### config.mk
export PLATFORM = sky130hd
export DESIGN_NAME = etherframe_gen_flat
export DESIGN_NICKNAME = d
export VERILOG_FILES = /design/src/rtl/etherframe_gen_if.sv /design/src/rtl/etherframe_gen.sv /design/src/flat_wrapper.sv
export SDC_FILE = /design/constraint.sdc
export NUM_CORES = 1
export LEC_CHECK = 0
export ABC_AREA = 1
export CAP_MARGIN = 30
export CORE_ASPECT_RATIO = 1.5
export CORE_MARGIN = 3
export CORE_UTILIZATION = 54
export DETAILED_ROUTE_END_ITERATION = 12
export PLACE_DENSITY = 0.83
export SKIP_LAST_GASP = 1
export SYNTH_ARGS = -nofsm -noshare
export SYNTH_HDL_FRONTEND = slang
export SYNTH_SLANG_ARGS = --single-unit
### constraint.sdc
create_clock -name clk -period 4.2 [get_ports clk]
set_input_delay 1.05 -clock clk [delete_from_list [all_inputs] [get_ports clk]]
set_output_delay 1.05 -clock clk [all_outputs]
set_load 0.1 [all_outputs]
### src/rtl/etherframe_gen_if.sv
// AXI-Stream byte-lane bus carrying generated Ethernet frames; first byte in the MSB lane.
// The generator drives the master side; the consumer drives tready.
interface etherframe_gen_if #(
    parameter int DATA_W = 32
) ();
    localparam int KEEP_W = DATA_W / 8;

    logic [DATA_W-1:0] tdata;
    logic [KEEP_W-1:0] tkeep;
    logic              tvalid;
    logic              tlast;
    logic              tready;

    modport master (
        output tdata,
        output tkeep,
        output tvalid,
        output tlast,
        input  tready
    );

    modport slave (
        input  tdata,
        input  tkeep,
        input  tvalid,
        input  tlast,
        output tready
    );
endinterface

### src/rtl/etherframe_gen.sv
// Ethernet frame generator: latched header + patterned payload, zero-padded to MIN_FRAME, no FCS.
// Latency: first beat valid the cycle after an accepted i_start, then one beat per cycle.
// Backpressure: current beat held stable while tready=0; starts while busy are dropped, not queued.
module etherframe_gen #(
    parameter int DATA_W      = 32,
    parameter int MAX_PAYLOAD = 1500,
    parameter int MIN_FRAME   = 60,
    parameter int IFG_CYCLES  = 3,
    parameter int CNT_W       = 16
) (
    input  logic             clk,
    input  logic             i_rst_n,
    input  logic             i_start,
    input  logic [47:0]      i_dest_mac,
    input  logic [47:0]      i_src_mac,
    input  logic [15:0]      i_ether_type,
    input  logic [10:0]      i_payload_len,
    input  logic [1:0]       i_pattern,
    input  logic [7:0]       i_fill_byte,
    etherframe_gen_if.master m_axis,
    output logic             o_busy,
    output logic             o_len_err,
    output logic [CNT_W-1:0] o_frame_cnt
);
    localparam int          KEEP_W   = DATA_W / 8;
    localparam int          LEN_W    = 16;
    localparam int          GAP_W    = 16;
    localparam logic [31:0] MAX_P    = 32'(MAX_PAYLOAD);
    localparam logic [31:0] MIN_F    = 32'(MIN_FRAME);
    localparam logic [31:0] KEEP_W32 = 32'(KEEP_W);

    typedef enum logic [1:0] {
        IDLE,
        SEND,
        GAP
    } state_t;

    state_t           state_q, state_d;
    logic [47:0]      dest_q, dest_d;
    logic [47:0]      src_q, src_d;
    logic [15:0]      type_q, type_d;
    logic [1:0]       pattern_q, pattern_d;
    logic [7:0]       fill_q, fill_d;
    logic [LEN_W-1:0] plen_q, plen_d;
    logic [LEN_W-1:0] total_q, total_d;
    logic [LEN_W-1:0] base_q, base_d;
    logic [GAP_W-1:0] gap_q, gap_d;
    logic             len_err_q, len_err_d;
    logic [CNT_W-1:0] frame_cnt_q, frame_cnt_d;

    logic [31:0] req_len;
    logic [31:0] plen_new;
    logic [31:0] hdr_len;
    logic        len_over;
    logic        last_beat;
    logic [31:0] lane_idx;

    // Length arithmetic for a start request, evaluated against the live inputs.
    always_comb begin
        req_len  = 32'(i_payload_len);
        len_over = req_len > MAX_P;
        plen_new = len_over ? MAX_P : req_len;
        hdr_len  = plen_new + 32'd14;
    end

    // base_q is the byte offset of the current beat; the beat holding byte total-1 is the last.
    assign last_beat = (32'(base_q) + KEEP_W32) >= 32'(total_q);

    always_comb begin
        state_d     = state_q;
        dest_d      = dest_q;
        src_d       = src_q;
        type_d      = type_q;
        pattern_d   = pattern_q;
        fill_d      = fill_q;
        plen_d      = plen_q;
        total_d     = total_q;
        base_d      = base_q;
        gap_d       = gap_q;
        len_err_d   = 1'b0;
        frame_cnt_d = frame_cnt_q;
        case (state_q)
            IDLE: begin
                if (i_start) begin
                    dest_d    = i_dest_mac;
                    src_d     = i_src_mac;
                    type_d    = i_ether_type;
                    pattern_d = i_pattern;
                    fill_d    = i_fill_byte;
                    plen_d    = LEN_W'(plen_new);
                    total_d   = LEN_W'((hdr_len < MIN_F) ? MIN_F : hdr_len);
                    base_d    = '0;
                    len_err_d = len_over;
                    state_d   = SEND;
                end
            end
            SEND: begin
                if (m_axis.tready) begin
                    if (last_beat) begin
                        frame_cnt_d = frame_cnt_q + CNT_W'(1);
                        if (IFG_CYCLES == 0) begin
                            state_d = IDLE;
                        end else begin
                            state_d = GAP;
                            gap_d   = GAP_W'(IFG_CYCLES - 1);
                        end
                    end else begin
                        base_d = base_q + LEN_W'(KEEP_W);
                    end
                end
            end
            GAP: begin
                if (gap_q == '0) begin
                    state_d = IDLE;
                end else begin
                    gap_d = gap_q - GAP_W'(1);
                end
            end
            default: state_d = IDLE;
        endcase
    end

    always_ff @(posedge clk or negedge i_rst_n) begin
        if (!i_rst_n) begin
            state_q     <= IDLE;
            dest_q      <= '0;
            src_q       <= '0;
            type_q      <= '0;
            pattern_q   <= '0;
            fill_q      <= '0;
            plen_q      <= '0;
            total_q     <= '0;
            base_q      <= '0;
            gap_q       <= '0;
            len_err_q   <= 1'b0;
            frame_cnt_q <= '0;
        end else begin
            state_q     <= state_d;
            dest_q      <= dest_d;
            src_q       <= src_d;
            type_q      <= type_d;
            pattern_q   <= pattern_d;
            fill_q      <= fill_d;
            plen_q      <= plen_d;
            total_q     <= total_d;
            base_q      <= base_d;
            gap_q       <= gap_d;
            len_err_q   <= len_err_d;
            frame_cnt_q <= frame_cnt_d;
        end
    end

    // Byte at frame offset idx: header, then payload pattern, then zero padding.
    function automatic logic [7:0] frame_byte(input logic [31:0] idx);
        logic [7:0] p;
        frame_byte = 8'h00;
        p = 8'(idx - 32'd14);
        if (idx < 32'd6) begin
            frame_byte = 8'(dest_q >> (8 * (32'd5 - idx)));
        end else if (idx < 32'd12) begin
            frame_byte = 8'(src_q >> (8 * (32'd11 - idx)));
        end else if (idx == 32'd12) begin
            frame_byte = type_q[15:8];
        end else if (idx == 32'd13) begin
            frame_byte = type_q[7:0];
        end else if (idx < 32'(plen_q) + 32'd14) begin
            case (pattern_q)
                2'd0:    frame_byte = p;
                2'd1:    frame_byte = ~p;
                2'd2:    frame_byte = fill_q;
                default: frame_byte = 8'h00;
            endcase
        end
    endfunction

    // Beat contents derive only from registered state, so they cannot change during a stall.
    always_comb begin
        m_axis.tdata = '0;
        m_axis.tkeep = '0;
        lane_idx     = '0;
        for (int l = 0; l < KEEP_W; l++) begin
            lane_idx = 32'(base_q) + 32'(l);
            if (state_q == SEND && lane_idx < 32'(total_q)) begin
                m_axis.tdata[DATA_W-1-8*l -: 8] = frame_byte(lane_idx);
                m_axis.tkeep[KEEP_W-1-l]        = 1'b1;
            end
        end
    end

    assign m_axis.tvalid = (state_q == SEND);
    assign m_axis.tlast  = (state_q == SEND) && last_beat;
    assign o_busy        = (state_q != IDLE);
    assign o_len_err     = len_err_q;
    assign o_frame_cnt   = frame_cnt_q;
endmodule

### src/flat_wrapper.sv
// flat-port wrapper written by rule: the top's interface ports become plain ports
module etherframe_gen_flat 
#(
    parameter int DATA_W      = 32,
    parameter int MAX_PAYLOAD = 1500,
    parameter int MIN_FRAME   = 60,
    parameter int IFG_CYCLES  = 3,
    parameter int CNT_W       = 16
)
  (clk, i_rst_n, i_start, i_dest_mac, i_src_mac, i_ether_type, i_payload_len, i_pattern, i_fill_byte, o_busy, o_len_err, o_frame_cnt, m_axis_tdata, m_axis_tkeep, m_axis_tvalid, m_axis_tlast, m_axis_tready);
  etherframe_gen_if #(.DATA_W(DATA_W)) m_axis_i ();
  input  logic clk;
  input  logic i_rst_n;
  input  logic i_start;
  input  logic [47:0] i_dest_mac;
  input  logic [47:0] i_src_mac;
  input  logic [15:0] i_ether_type;
  input  logic [10:0] i_payload_len;
  input  logic [1:0] i_pattern;
  input  logic [7:0] i_fill_byte;
  output logic o_busy;
  output logic o_len_err;
  output logic [CNT_W-1:0] o_frame_cnt;
  output wire logic [$bits(m_axis_i.tdata)-1:0] m_axis_tdata;
  output wire logic [$bits(m_axis_i.tkeep)-1:0] m_axis_tkeep;
  output wire logic [$bits(m_axis_i.tvalid)-1:0] m_axis_tvalid;
  output wire logic [$bits(m_axis_i.tlast)-1:0] m_axis_tlast;
  input wire logic [$bits(m_axis_i.tready)-1:0] m_axis_tready;
  assign m_axis_tdata = m_axis_i.tdata;
  assign m_axis_tkeep = m_axis_i.tkeep;
  assign m_axis_tvalid = m_axis_i.tvalid;
  assign m_axis_tlast = m_axis_i.tlast;
  assign m_axis_i.tready = m_axis_tready;
  etherframe_gen #(.DATA_W(DATA_W), .MAX_PAYLOAD(MAX_PAYLOAD), .MIN_FRAME(MIN_FRAME), .IFG_CYCLES(IFG_CYCLES), .CNT_W(CNT_W)) u_core (.clk(clk), .i_rst_n(i_rst_n), .i_start(i_start), .i_dest_mac(i_dest_mac), .i_src_mac(i_src_mac), .i_ether_type(i_ether_type), .i_payload_len(i_payload_len), .i_pattern(i_pattern), .i_fill_byte(i_fill_byte), .m_axis(m_axis_i), .o_busy(o_busy), .o_len_err(o_len_err), .o_frame_cnt(o_frame_cnt));
endmodule
==> flow_summary.ini <==
[clock_tree]
cts_buffers = 17
clk_path_buf_depth = 2
clock-sinks = 194
cts_tree = yes
clock_latency_ns = 0.45
clkTransAtPathRegs_ns = 0.07
cts_hold_buf = 0
cts_root_buf = clkbuf_16
htree_num_levels = 4

[sta]
fmaxAchievable_mhz = 217
tightest_slew_ns = 1.01
drv_slew = 0
skew_ns = 0.0137
finalHoldViolations = 0
hold-worst-slack_ns = 0.482
slew_headroom = 0.323
setup_ws_ns = -0.402
finalSetupViolations = 32
rsz0062_at_grt = true
period_needed_ns = 4.60
fin_crit_sh = 1.10

[setup_path]
cp.arrival_ns = 3.55
critPathMaxStageDelay_ns = 0.40
cpMostUsedCell = buf_6
crit_fanout = 5
start_kind = flop
critPathTopFamily = simple AND/OR/NAND/NOR gates
cp.required_ns = 3.15
crit_buf_inv = 6
critPathKind = flop to output pin
crit_slowest_cell = dfrtp_1
crit_chain = inv_2 > nand2_2 > nor2_4 > inv_2 > nand3_2 > nand3b_1 > nor3_2 > xor2_1 > ha_1 > buf_6 > nand2_4 > nand2_4 > a2111oi_4 > buf_6 > buf_6 > nand4_1 > a21oi_4 > buf_12
endpoint_kind = output pin

[power_and_ir_drop]
power_frac_clock = 0.098
p_switching_uw = 9130
p_int_uw = 7490
p_seq_frac = 0.188
swShare = 0.549
ir_drop_mv = 1.30
power-per-cell-area_mw_per_mm2 = 954
p_leak_uw = 0.00861
pwr-share-comb = 0.714

[place]
pre_cts_ws_ns = -0.0673
hpwl_um = 32500
io_buffers = 192
gp_congestion = 0.974
dpl_cell_area_mm2 = 0.0163
dp_cells = 2325

[routing]
wl_per_cell_um = 18.5
drt_iter0_markers = 1336
via_per_inst = 5.76
dr.pass1.iters = 7
wl_um = 44100
vias = 13700
ant_nets = 0
drc = 0

[logic_synthesis]
yosys_warnings = 0
synth-seq-cells = 194
synth.distinct_cells = 51
async_flop_share = 1.00
synth_seq_area_share = 0.370
syn_inst = 1849
synth_top_flop_cell = dfrtp_1
syn_area_mm2 = 0.0131
synth_edf_count = 0
syn_nets = 2070
synth.avg_cell_area_um2 = 7.09

[cells_and_area]
synthToLayoutAreaGrowth_pct = 32.8
mostFrequentLayoutCells = 614 x nand2_1, 188 x dfrtp_1, 153 x clkdlybuf4s50_1
layout-drive-gt1-share = 0.149
final_cell_area_mm2 = 0.0174
stdcell_count = 2378
nets = 2265
final_common_cell = nand2_1

[floorplan]
die_area_mm2 = 0.0262
boundaryPins = 193
rows = 69
initial_core_util = 0.551
core_area_mm2 = 0.0238
die_h_um = 197
die_w_um = 133

[global_route]
grt_usage = 0.333
grt-ovfl-total = 0
grt_max_degree = 112
grt_pass1_vias = 13900
antenna_found_initial = 2
grt_pass1_wl_um = 69600

[run_status]
outcome = complete, but fails checks
violations = setup timing

[flow_run]
max-cap-violations = 0

[worst_hold_path]
hold_path.class = flop to flop
## repair_timing
item / 4_1_cts / 5_1_grt
cloned: 0 / 0
pin swaps: 51 / 40
setup endpoints to repair: 33 / 33
gates resized for setup: 97 / 39
hold endpoints to repair: 0 / 0
setup buffers: 13 / 6
## power by group through the flow
stage          registers, µW  logic (µW)  clock network (µW)
2_1_floorplan           3050        7420                   0
4_1_cts                 3090       11600                1640
6_report                3130       11900                1630
3_5_place_dp            3110       11100                   0
3_3_place_gp            3090       11000                   0
5_1_grt                 3190       12600                1710
## registers in the layout, summed over array words and instances (netlist names)
register / flops
u_core.state_q: 2
u_core.total_q: 12
u_core.gap_q: 16
u_core.dest_q: 48
u_core.src_q: 48
u_core.base_q: 14
u_core.fill_q: 8
u_core.o_len_err: 1
u_core.plen_q: 11
u_core.o_frame_cnt: 16
u_core.type_q: 16
u_core.pattern_q: 2
## cell families (layout without fill, tap and decap cells)
kind of cell,count (synthesis),count (layout),synth area share
compound gates,252,252,0.107
xor+xnor,53,53,0.0354
fa+ha+maj,84,84,0.0801
buf+inv,238,446,0.0714
flops,194,194,0.370
mux,11,11,0.00839
other cells,0,2,0
simple gates,1017,1017,0.327
## per-stage QoR
| stage | TNS, ns | total power (µW) | utilization |
|---|---|---|---|
| final | -9.71 | 16600 | 0.731 |
| after detailed placement | -0.549 | 14200 | 0.683 |
| after global placement | 0 | 14000 | 0.683 |
| after CTS | -7.44 | 16300 | 0.723 |
| after floorplan | -1.42 | 10500 | - |
| after global routing | -15.12 | 17500 | 0.731 |
## layout make-up
class	instances	area, µm²
sequential	194	4860
antenna	2	5.00
clock buffer	19	443
inverter	152	579
tap	319	399
fill	1832	6400
clock inverter	13	126
multi-input combinational	1417	8100
timing repair buffer	262	2920
## Yosys cell counts (2+ instances only)
cell	number	area (µm²)
nor2_1	161	604
o41ai_1	3	26.3
or2_2	18	113
o2111ai_1	2	17.5
a211oi_1	3	22.5
buf_1	6	22.5
buf_6	2	22.5
o21bai_1	2	15.0
mux2i_1	11	110
o21a_1	2	15.0
clkinv_1	3	11.3
xor2_1	37	324
a221oi_1	2	17.5
nand3_1	98	490
o21ai_0	108	541
buf_4	4	30.0
o31ai_1	2	15.0
nand2_4	2	22.5
and3_1	3	18.8
inv_2	4	15.0
dfrtp_1	194	4850
nand2_1	627	2350
inv_1	144	541
o211ai_1	21	158
o21ai_1	5	25.0
clkbuf_1	64	240
a21oi_1	86	430
a31oi_1	10	62.6
nand2_2	6	37.5
nor2_4	2	22.5
nand4_1	30	188
nand3b_1	7	52.6
nor3b_1	4	30.0
nor4_1	17	106
xnor2_1	16	140
ha_1	84	1050
nor3_1	36	180
buf_2	10	50.1
## worst min-delay path, cell delays in order, from the launching register on
cell and delay [ns]:
dfrtp_1 0.35, nand2_1 0.05, nand2_1 0.05
## metal layers
layer,global-route usage,routed length [µm],vias to the layer above,share of wire
met5,0,0,-,0
met4,0.223,3190,0,0.072
met3,0.0409,2460,199,0.056
met2,0.587,22400,676,0.51
met1,0.376,16000,6401,0.36
li1,-,-,6420,-
## path summary, 6_finish.rpt
| check | cells past startpoint | startpoint | slack (ns) | end |
|---|---|---|---|---|
| max in group asynchronous | 2 | i_rst_n | 2.71 | u_core.dest_q[18]$_DFFE_PN0P_ |
| hold reg to reg | 2 | u_core.dest_q[21]$_DFFE_PN0P_ | 0.48 | u_core.dest_q[21]$_DFFE_PN0P_ |
| setup reg to reg | 19 | u_core.base_q[2]$_DFFE_PN0P_ | 0.73 | u_core.base_q[6]$_DFFE_PN0P_ |
| hold / removal | 2 | u_core.dest_q[21]$_DFFE_PN0P_ | 0.48 | u_core.dest_q[21]$_DFFE_PN0P_ |
| min in group asynchronous | 1 | i_rst_n | 0.66 | u_core.dest_q[33]$_DFFE_PN0P_ |
| setup / recovery | 18 | u_core.plen_q[1]$_DFFE_PN0P_ | -0.40 | m_axis_tdata[0] |
Note: power is estimated with default switching activity, not from simulation.
